--- src/rtl/msg_uart_pkg.sv ---
// Shared constants for the message UART transmitter: register indices,
// serializer states and STATUS bit positions.
package msg_uart_pkg;

  localparam logic [1:0] REG_DATA   = 2'd0;
  localparam logic [1:0] REG_STATUS = 2'd1;
  localparam logic [1:0] REG_CTRL   = 2'd2;

  typedef enum logic [1:0] {
    IDLE  = 2'd0,
    START = 2'd1,
    DATA  = 2'd2,
    STOP  = 2'd3
  } uart_state_t;

  localparam int ST_FULL  = 0;
  localparam int ST_EMPTY = 1;
  localparam int ST_BUSY  = 2;
  localparam int ST_OVF   = 3;
  localparam int ST_COUNT = 4;

  localparam int CTRL_EN      = 0;
  localparam int CTRL_OVF_CLR = 1;

  // The STATUS count field is 4 bits wide; deeper FIFOs report 15 when fuller.
  function automatic logic [3:0] sat_count4(input int unsigned occ);
    return (occ > 32'd15) ? 4'hF : occ[3:0];
  endfunction

endpackage

--- src/rtl/uart_fifo.sv ---
// Byte FIFO with first-word fall-through output; a push on full is taken
// only when a pop happens in the same cycle.
module uart_fifo #(
  parameter int DEPTH = 8
) (
  input  logic                     clk,
  input  logic                     rst,
  input  logic                     push,
  input  logic                     pop,
  input  logic [7:0]               din,
  output logic [7:0]               dout,
  output logic                     full,
  output logic                     empty,
  output logic [$clog2(DEPTH):0]   count
);

  localparam int AW = $clog2(DEPTH);
  localparam int CW = AW + 1;

  logic [7:0]    mem [DEPTH];
  logic [AW-1:0] wr_ptr;
  logic [AW-1:0] rd_ptr;
  logic          do_pop;
  logic          do_push;

  assign full    = (count == CW'(DEPTH));
  assign empty   = (count == '0);
  assign dout    = mem[rd_ptr];
  assign do_pop  = pop && !empty;
  assign do_push = push && (!full || do_pop);

  // NOTE: storage has no reset; only pointers and count define validity,
  // which keeps the array mappable to plain RAM.
  always_ff @(posedge clk) begin
    if (do_push) mem[wr_ptr] <= din;
  end

  // NOTE: sequential state uses non-blocking assignments so every flop
  // samples pre-edge values regardless of statement order.
  always_ff @(posedge clk or posedge rst) begin
    if (rst) begin
      wr_ptr <= '0;
      rd_ptr <= '0;
      count  <= '0;
    end else begin
      if (do_push) wr_ptr <= wr_ptr + AW'(1);
      if (do_pop)  rd_ptr <= rd_ptr + AW'(1);
      count <= count + CW'(do_push) - CW'(do_pop);
    end
  end

endmodule

--- src/rtl/msg_uart_tx.sv ---
// Memory-mapped 8N1 UART transmitter: bus register decode, byte FIFO and
// LSB-first serializer with glitch-free registered outputs.
module msg_uart_tx #(
  parameter int CLKS_PER_BIT = 434,
  parameter int DEPTH        = 8
) (
  input  logic        clk,
  input  logic        rst,
  input  logic        Sel,
  input  logic        MemWrite,
  input  logic [3:0]  Addr,
  input  logic [31:0] WriteData,
  output logic [31:0] ReadData,
  output logic        tx,
  output logic        irq_empty
);

  import msg_uart_pkg::*;

  localparam int CW = $clog2(DEPTH) + 1;
  localparam int BW = $clog2(CLKS_PER_BIT);

  logic          write, read, push, ctrl_write;
  logic [1:0]    idx;
  logic          pop, full, empty, start_frame;
  logic [7:0]    dout;
  logic [CW-1:0] count, count_next;
  uart_state_t   state, state_next;
  logic [BW-1:0] baud;
  logic          baud_done;
  logic [2:0]    bit_idx;
  logic [7:0]    shreg;
  logic          en, ovf, busy;
  logic [31:0]   status_word;
  logic          unused_bits;

  assign write       = Sel & MemWrite;
  assign read        = Sel & ~MemWrite;
  assign idx         = Addr[3:2];
  assign push        = write && (idx == REG_DATA);
  assign ctrl_write  = write && (idx == REG_CTRL);
  assign busy        = (state != IDLE);
  assign baud_done   = (baud == BW'(CLKS_PER_BIT - 1));
  assign start_frame = en && !empty;
  assign count_next  = count + CW'(push && (!full || pop)) - CW'(pop);
  assign unused_bits = ^{Addr[1:0], WriteData[31:8]};

  always_comb begin
    status_word           = '0;
    status_word[ST_FULL]  = full;
    status_word[ST_EMPTY] = empty;
    status_word[ST_BUSY]  = busy;
    status_word[ST_OVF]   = ovf;
    status_word[ST_COUNT +: 4] = sat_count4(32'(count));
  end

  uart_fifo #(.DEPTH(DEPTH)) u_fifo (
    .clk   (clk),
    .rst   (rst),
    .push  (push),
    .pop   (pop),
    .din   (WriteData[7:0]),
    .dout  (dout),
    .full  (full),
    .empty (empty),
    .count (count)
  );

  // NOTE: every combinational output gets a default first so no latch is inferred.
  always_comb begin
    state_next = state;
    pop        = 1'b0;
    case (state)
      IDLE:  if (start_frame) begin state_next = START; pop = 1'b1; end
      START: if (baud_done) state_next = DATA;
      DATA:  if (baud_done && bit_idx == 3'd7) state_next = STOP;
      STOP:  if (baud_done) begin
               if (start_frame) begin state_next = START; pop = 1'b1; end
               else state_next = IDLE;
             end
      default: state_next = IDLE;
    endcase
  end

  always_ff @(posedge clk or posedge rst) begin
    if (rst) begin
      state     <= IDLE;
      baud      <= '0;
      bit_idx   <= '0;
      shreg     <= '0;
      tx        <= 1'b1;
      irq_empty <= 1'b1;
    end else begin
      state     <= state_next;
      irq_empty <= (count_next == '0) && (state_next == IDLE);
      baud      <= (state == IDLE || baud_done) ? '0 : baud + BW'(1);
      if (pop) begin
        shreg <= dout;
        tx    <= 1'b0;
      end else if (baud_done) begin
        case (state)
          START: begin tx <= shreg[0]; bit_idx <= '0; end
          DATA:  if (bit_idx == 3'd7) tx <= 1'b1;
                 else begin
                   tx      <= shreg[1];
                   shreg   <= shreg >> 1;
                   bit_idx <= bit_idx + 3'd1;
                 end
          default: tx <= 1'b1;
        endcase
      end
    end
  end

  // Control register and bus read path.
  always_ff @(posedge clk or posedge rst) begin
    if (rst) begin
      en       <= 1'b1;
      ovf      <= 1'b0;
      ReadData <= '0;
    end else begin
      if (ctrl_write) en <= WriteData[CTRL_EN];
      if (ctrl_write && WriteData[CTRL_OVF_CLR]) ovf <= 1'b0;
      else if (push && full && !pop)             ovf <= 1'b1;
      if (read) begin
        case (idx)
          REG_STATUS: ReadData <= status_word;
          REG_CTRL:   ReadData <= {31'b0, en};
          default:    ReadData <= '0;
        endcase
      end
    end
  end

endmodule
--- config.mk ---
export PLATFORM = sky130hd
export DESIGN_NAME = msg_uart_tx
export DESIGN_NICKNAME = d
export VERILOG_FILES = /design/src/rtl/msg_uart_pkg.sv /design/src/rtl/uart_fifo.sv /design/src/rtl/msg_uart_tx.sv
export SDC_FILE = /design/constraint.sdc
export NUM_CORES = 1
export LEC_CHECK = 0
export CORE_ASPECT_RATIO = 1.5
export CORE_MARGIN = 3
export CORE_UTILIZATION = 58
export DETAILED_ROUTE_END_ITERATION = 6
export PLACE_DENSITY = 0.84
export SLEW_MARGIN = 20
export SYNTH_ARGS = -nofsm -noshare
export SYNTH_HDL_FRONTEND = slang
export SYNTH_HIERARCHICAL = 1
export SYNTH_SLANG_ARGS = --single-unit
--- constraint.sdc ---
create_clock -name clk -period 9.3 [get_ports clk]
set_input_delay 1.86 -clock clk [delete_from_list [all_inputs] [get_ports clk]]
set_output_delay 1.86 -clock clk [all_outputs]
set_load 0.03 [all_outputs]
**Yosys cells after proc, flatten, opt, wreduce, memory -nomap -nowiden**

Memory sizes are Yosys's and may differ from the RTL's.
Index checks and enable logic that the tools add are counted.

- Register bits: 68
- RAM bits: 64
- Bits of input ports: 40
- Output and inout port bits: 34
- Word-level logic and storage cells: 89
- Memories kept: 1

- Add/subtract/negate cells: 8
- Equal/unequal tests: 10
- Muxes and demuxes: 25
- Bitwise gates (word level): 4
- Reduce and logical (&&, ||, !) cells: 29

Memory list:

| memory | words | width | rd ports | clocked after memory_dff | wr ports | line | RTL |
|---|---|---|---|---|---|---|---|
| u_fifo.mem | 8 | 8 | 1 | 0 | 1 | uart_fifo.sv:20 | `logic [7:0] mem [DEPTH];` |

Operator list:

| cell | number |
|---|---|
| $mux 8 | 4 |
| $pmux 8 s2 | 1 |
| $logic_and 1x1->1 | 11 |
| $mux 1 | 10 |
| $reduce_bool 2->1 | 5 |
| $add 3x1->3 const B | 3 |
| $add 9x1->9 const B | 1 |
| $eq 9x9->1 const B | 1 |
| $mux 9 | 1 |
| $add 4x1->4 | 2 |
| $logic_not 4->1 | 2 |
| $mux 2 | 4 |
| $pmux 2 s4 | 1 |
| $sub 4x1->4 | 2 |
| $eq 2x2->1 const B | 3 |
| $logic_not 2->1 | 3 |
| $pmux 3 s2 | 1 |
| $eq 2x1->1 const B | 2 |
| $eq 4x4->1 const B | 1 |
| $ne 2x2->1 const B | 2 |
| $pmux 1 s2 | 2 |
| $reduce_and 4->1 | 1 |
| $eq 3x3->1 const B | 1 |
| $logic_not 1->1 | 3 |
| 5 further kinds | 9 |

**Logic depth before layout (Yosys ltp)**

- Depth in word-level cells: 12
- Depth in mapped cells: 16
- Mapped depth without buffers: 14

**Cells and area by module**

The synthesis kept the hierarchy.

Modules (own cells, without submodules):

| module | times used | cells each | area each (um^2) | sequential area each (um^2) |
|---|---|---|---|---|
| uart_fifo | 1 | 156 | 3101.7 | 2172.1 |
| msg_uart_tx | 1 | 214 | 2145.8 | 854.6 |

**Least setup slack after synthesis**

OpenSTA, ideal clock, no wires.

- Path type: input port to flip-flop
- Start: input port Addr[2]
- End: register irq_empty
- Library setup time: 0.090 ns
- Arrival time: 3.742 ns
- Data required time: 9.210 ns
- Setup slack: 5.468 ns
- Stages on the path: 12
- Buffers on the path: 0
- Cells stage by stage: inv_1 ha_1 and3_1 o21ai_0 ha_1 inv_1 ha_1 inv_1 fa_1 xor2_1 nand3b_1 nor4_2

- Cells in the longest elaborated chain, start to end: 7

RTL lines:

| element | line | RTL |
|---|---|---|
| start, declared | msg_uart_tx.sv:11 | `input logic [3:0] Addr,` |
| $logic_not 2->1 | msg_uart_tx.sv:40 | `assign push = write && (idx == REG_DATA);` |
| $logic_and 1x1->1 | msg_uart_tx.sv:40 |  |
| via push | msg_uart_tx.sv:23 | `logic write, read, push, ctrl_write;` |
| $logic_and 1x1->1 | msg_uart_tx.sv:45 | `assign count_next = count + CW'(push && (!full \|\| pop)) - CW'(pop);` |
| $add 4x1->4 | msg_uart_tx.sv:45 |  |
| $sub 4x1->4 | msg_uart_tx.sv:45 |  |
| $logic_not 4->1 | msg_uart_tx.sv:95 | `irq_empty <= (count_next == '0) && (state_next == IDLE);` |
| $logic_and 1x1->1 | msg_uart_tx.sv:95 |  |
| end signal, assigned | msg_uart_tx.sv:95 |  |
| end, declared | msg_uart_tx.sv:15 | `output logic irq_empty` |

The timed path passes the listed nets, and every way through them passes these cells.
A chain may end at the register's enable or synchronous reset.

**Worst setup path in the final report**

Same ends and word-level chain as after synthesis.

==> impl_metrics.ini <==
[sta]
setup_tns_ns = 0
hold_viol_final = 0
report.final.slew_viol_count = 0
worst_relative_slew_slack = 0.376
final_min_period_over_clock_period = 0.455
fin_skew_ns = 0.0124
maxClockFrequency_mhz = 236
unrepaired_setup_endpoints_after_global_routing = false
worst_slew_pin_slew_ns = 0.933
timing.final.crit_period_ns = 4.23
final.setup.worst_slack_ns = 5.07
final-setup-viol-count = 0
fin_worst_hold_slack_ns = 0.478

[routing]
drtPass1Iterations = 4
wire_per_inst_um = 17.2
drtIter0Drc = 131
drt-total-wl_um = 8730
remaining_drc_errors = 0
drt-vias-per-instance = 5.71
detail-route-antenna-nets = 0
routed-via-count = 2900

[clock_tree]
max-clock-path-buffers = 2
cts_tree = yes
cts-buffers-inserted = 9
htreeDepth = 3
cts_hold_buffers = 0
clock-root-buffer = sky130_fd_sc_hd__clkbuf_16
cts_repair_resize_count = 0
postCtsSetupBuffers = 0
clkLatencyLatePin_ns = 0.36
cts.clk_slew.worst_paths_ns = 0.07
clkSinkCount = 108

[global_routing]
grtUsageMet3 = 0.0396
antenna_found_initial = 0
track_usage = 0.183
grt_overflow_total = 0
pin_count_of_the_biggest_net_entering_global_routing = 35
globalRoute.busiestLayer = met2
met1_capacity_usage_during_global_routing = 0.209
grt_pass1_wl_um = 14100
global_route.usage.met2 = 0.329
via_count_of_the_first_global_routing_pass = 2866

[final_layout]
post_route_cells_drive_above_1_share = 0.150
layout.core_utilization = 0.674
design_area_sq_mm = 0.00581
num-fill-cells = 598
nNetsFinal = 461
area_delta_synth_final_pct = 10.8
stdcell_count = 508
layout_common_cells = sky130_fd_sc_hd__edfxtp_1 (64), sky130_fd_sc_hd__dfrtp_1 (41), sky130_fd_sc_hd__mux2_2 (26)
layout_commonest_cell = sky130_fd_sc_hd__edfxtp_1
antenna_cells_inserted = 0

[power]
leakage_power_total_nw = 2.35
power_frac_comb = 0.297
netSwitchingFraction = 0.319
peak_vdd_ir_mv = 0.193
p_seq_frac = 0.430
post-layout-total-power_mw = 1.56
power.switching_mw = 0.497
power_density_mw_per_mm2 = 268
power.share.clock = 0.273
intPower_mw = 1.06

[setup_path]
start_kind = input port
critPathKind = in2reg
worst_path_fanout_max = 10
register_to_register_setup_slack_ns = 5.54
r2r-start = baud[1]
worstPathRequired_ns = 9.57
critPathArrivalTime_ns = 4.50
regToRegEndpoint = u_fifo/mem[4][1]
r2r.worst_path.cells = 9
cp-end-kind = register

[die]
die_area_sq_mm = 0.0102
core_region_area_sq_mm = 0.00862
ioPinCount = 74
die_w_um = 83.7
row_count = 41
floorplan.initialDensity = 0.609
die_h_um = 122

[placed_design]
detailedPlacementHpwl_um = 5920
dp_worst_setup_slack_ns = 4.72
port_buffers = 23
placed_cells = 492
place.gp.congestion = 0.837
postPlaceCellArea_sq_mm = 0.00547

[yosys]
netlist_instances = 370
yosys_most_used_dff = sky130_fd_sc_hd__edfxtp_1
async_set_reset_flop_share_out_of_synthesis = 0.407
post_synth.cell_area_avg_sq_um = 14.2
synth.distinct_cells = 50
number_of_flops_mapped_to_enable_cells_by_yosys = 64
synth.ff_latch_count = 108
netlist_area_sq_mm = 0.00525
synth.yosys.seq_area_share = 0.577
yosys_warnings = 6

[hold_path]
endpoint_with_the_worst_hold_slack = ReadData[0]
min_delay_path_depth = 2
hp-class = reg2reg
timing.hold.worst.start = ReadData[0]

[job]
timing.max_cap.violations = 0

[run_status]
status = finished clean
## per-layer routing
layer  wire length, um  up-vias
met5                 0        -
li1                  -     1352
met1              3310     1449
met2              4830       79
met4               220        0
met3               374       20
## layout make-up
cell class,instances,area (sq um),area share
Multi-Input combinational cell,225,1950,0.336
Inverter,23,86.3,0.0149
Timing Repair Buffer,29,275,0.0474
Clock inverter,7,114,0.0196
Clock buffer,9,225,0.0388
Sequential cell,108,3030,0.521
Tap cell,107,134,0.0230
## cell families (layout without fill, tap and decap cells)
kind of cell,Yosys count,after routing,synth area share
xor gates and xnor gates,16,16,0.0267
AOI/OAI and AO/OA,35,35,0.0429
and+or+nand+nor,81,81,0.0818
buffers and inverters,60,68,0.0689
DFF,108,108,0.577
muxes,44,44,0.140
other,1,24,0.000715
adders and majority gates,25,25,0.0625
## critical path, cell delays in order
cell,delay [ns]
sky130_fd_sc_hd__clkdlybuf4s50_1,0.44
sky130_fd_sc_hd__inv_1,0.10
sky130_fd_sc_hd__ha_1,0.15
sky130_fd_sc_hd__and3_1,0.36
sky130_fd_sc_hd__o21ai_0,0.16
sky130_fd_sc_hd__ha_1,0.29
sky130_fd_sc_hd__inv_1,0.06
sky130_fd_sc_hd__ha_1,0.16
sky130_fd_sc_hd__inv_1,0.06
sky130_fd_sc_hd__fa_1,0.37
sky130_fd_sc_hd__xor2_1,0.15
sky130_fd_sc_hd__nand3b_1,0.11
sky130_fd_sc_hd__nor4_2,0.21
## how the worst max path moves through the flow
stage | endpoint | slack (ns) | startpoint | cells after the start
finish | irq_empty | 5.07 | Addr[2] | 13
global route | irq_empty | 4.86 | Addr[3] | 13
CTS | irq_empty | 5.06 | Addr[2] | 13
detailed placement | irq_empty | 4.72 | Addr[2] | 13
global placement | irq_empty | 4.81 | Addr[2] | 13
floorplan | irq_empty | 5.47 | Addr[2] | 12
## cell usage after synthesis (6+ instances only)
master | number | area [sq um]
sky130_fd_sc_hd__nor3_1 | 6 | 30.0
sky130_fd_sc_hd__inv_1 | 23 | 86.3
sky130_fd_sc_hd__xnor2_1 | 11 | 96.3
sky130_fd_sc_hd__mux4_1 | 16 | 420
sky130_fd_sc_hd__nor2_1 | 18 | 67.6
sky130_fd_sc_hd__edfxtp_1 | 64 | 1920
sky130_fd_sc_hd__nand2_1 | 24 | 90.1
sky130_fd_sc_hd__ha_1 | 23 | 288
sky130_fd_sc_hd__buf_4 | 25 | 188
sky130_fd_sc_hd__o21ai_0 | 16 | 80.1
sky130_fd_sc_hd__nand2b_1 | 6 | 37.5
sky130_fd_sc_hd__nand3_1 | 7 | 35.0
sky130_fd_sc_hd__dfrtp_1 | 41 | 1030
sky130_fd_sc_hd__mux2_2 | 26 | 293
## sequential cells by signal (all words and copies together) (netlist names)
signal	cells
u_fifo/wr_ptr	3
bit_idx	3
tx	1
en	1
u_fifo/mem	64
u_fifo/rd_ptr	3
irq_empty	1
u_fifo/count	4
ReadData	8
state	2
baud	9
shreg	8
ovf	1
## power by group through the flow
| stage | clock network (mW) | logic, mW | registers [mW] |
|---|---|---|---|
| after floorplan | 0 | 0.406 | 0.640 |
| after global placement | 0 | 0.437 | 0.674 |
| after detailed placement | 0 | 0.460 | 0.680 |
| after CTS | 0.432 | 0.467 | 0.672 |
| after global routing | 0.450 | 0.514 | 0.683 |
| final | 0.425 | 0.463 | 0.670 |
(Power assumes the default switching activity.)
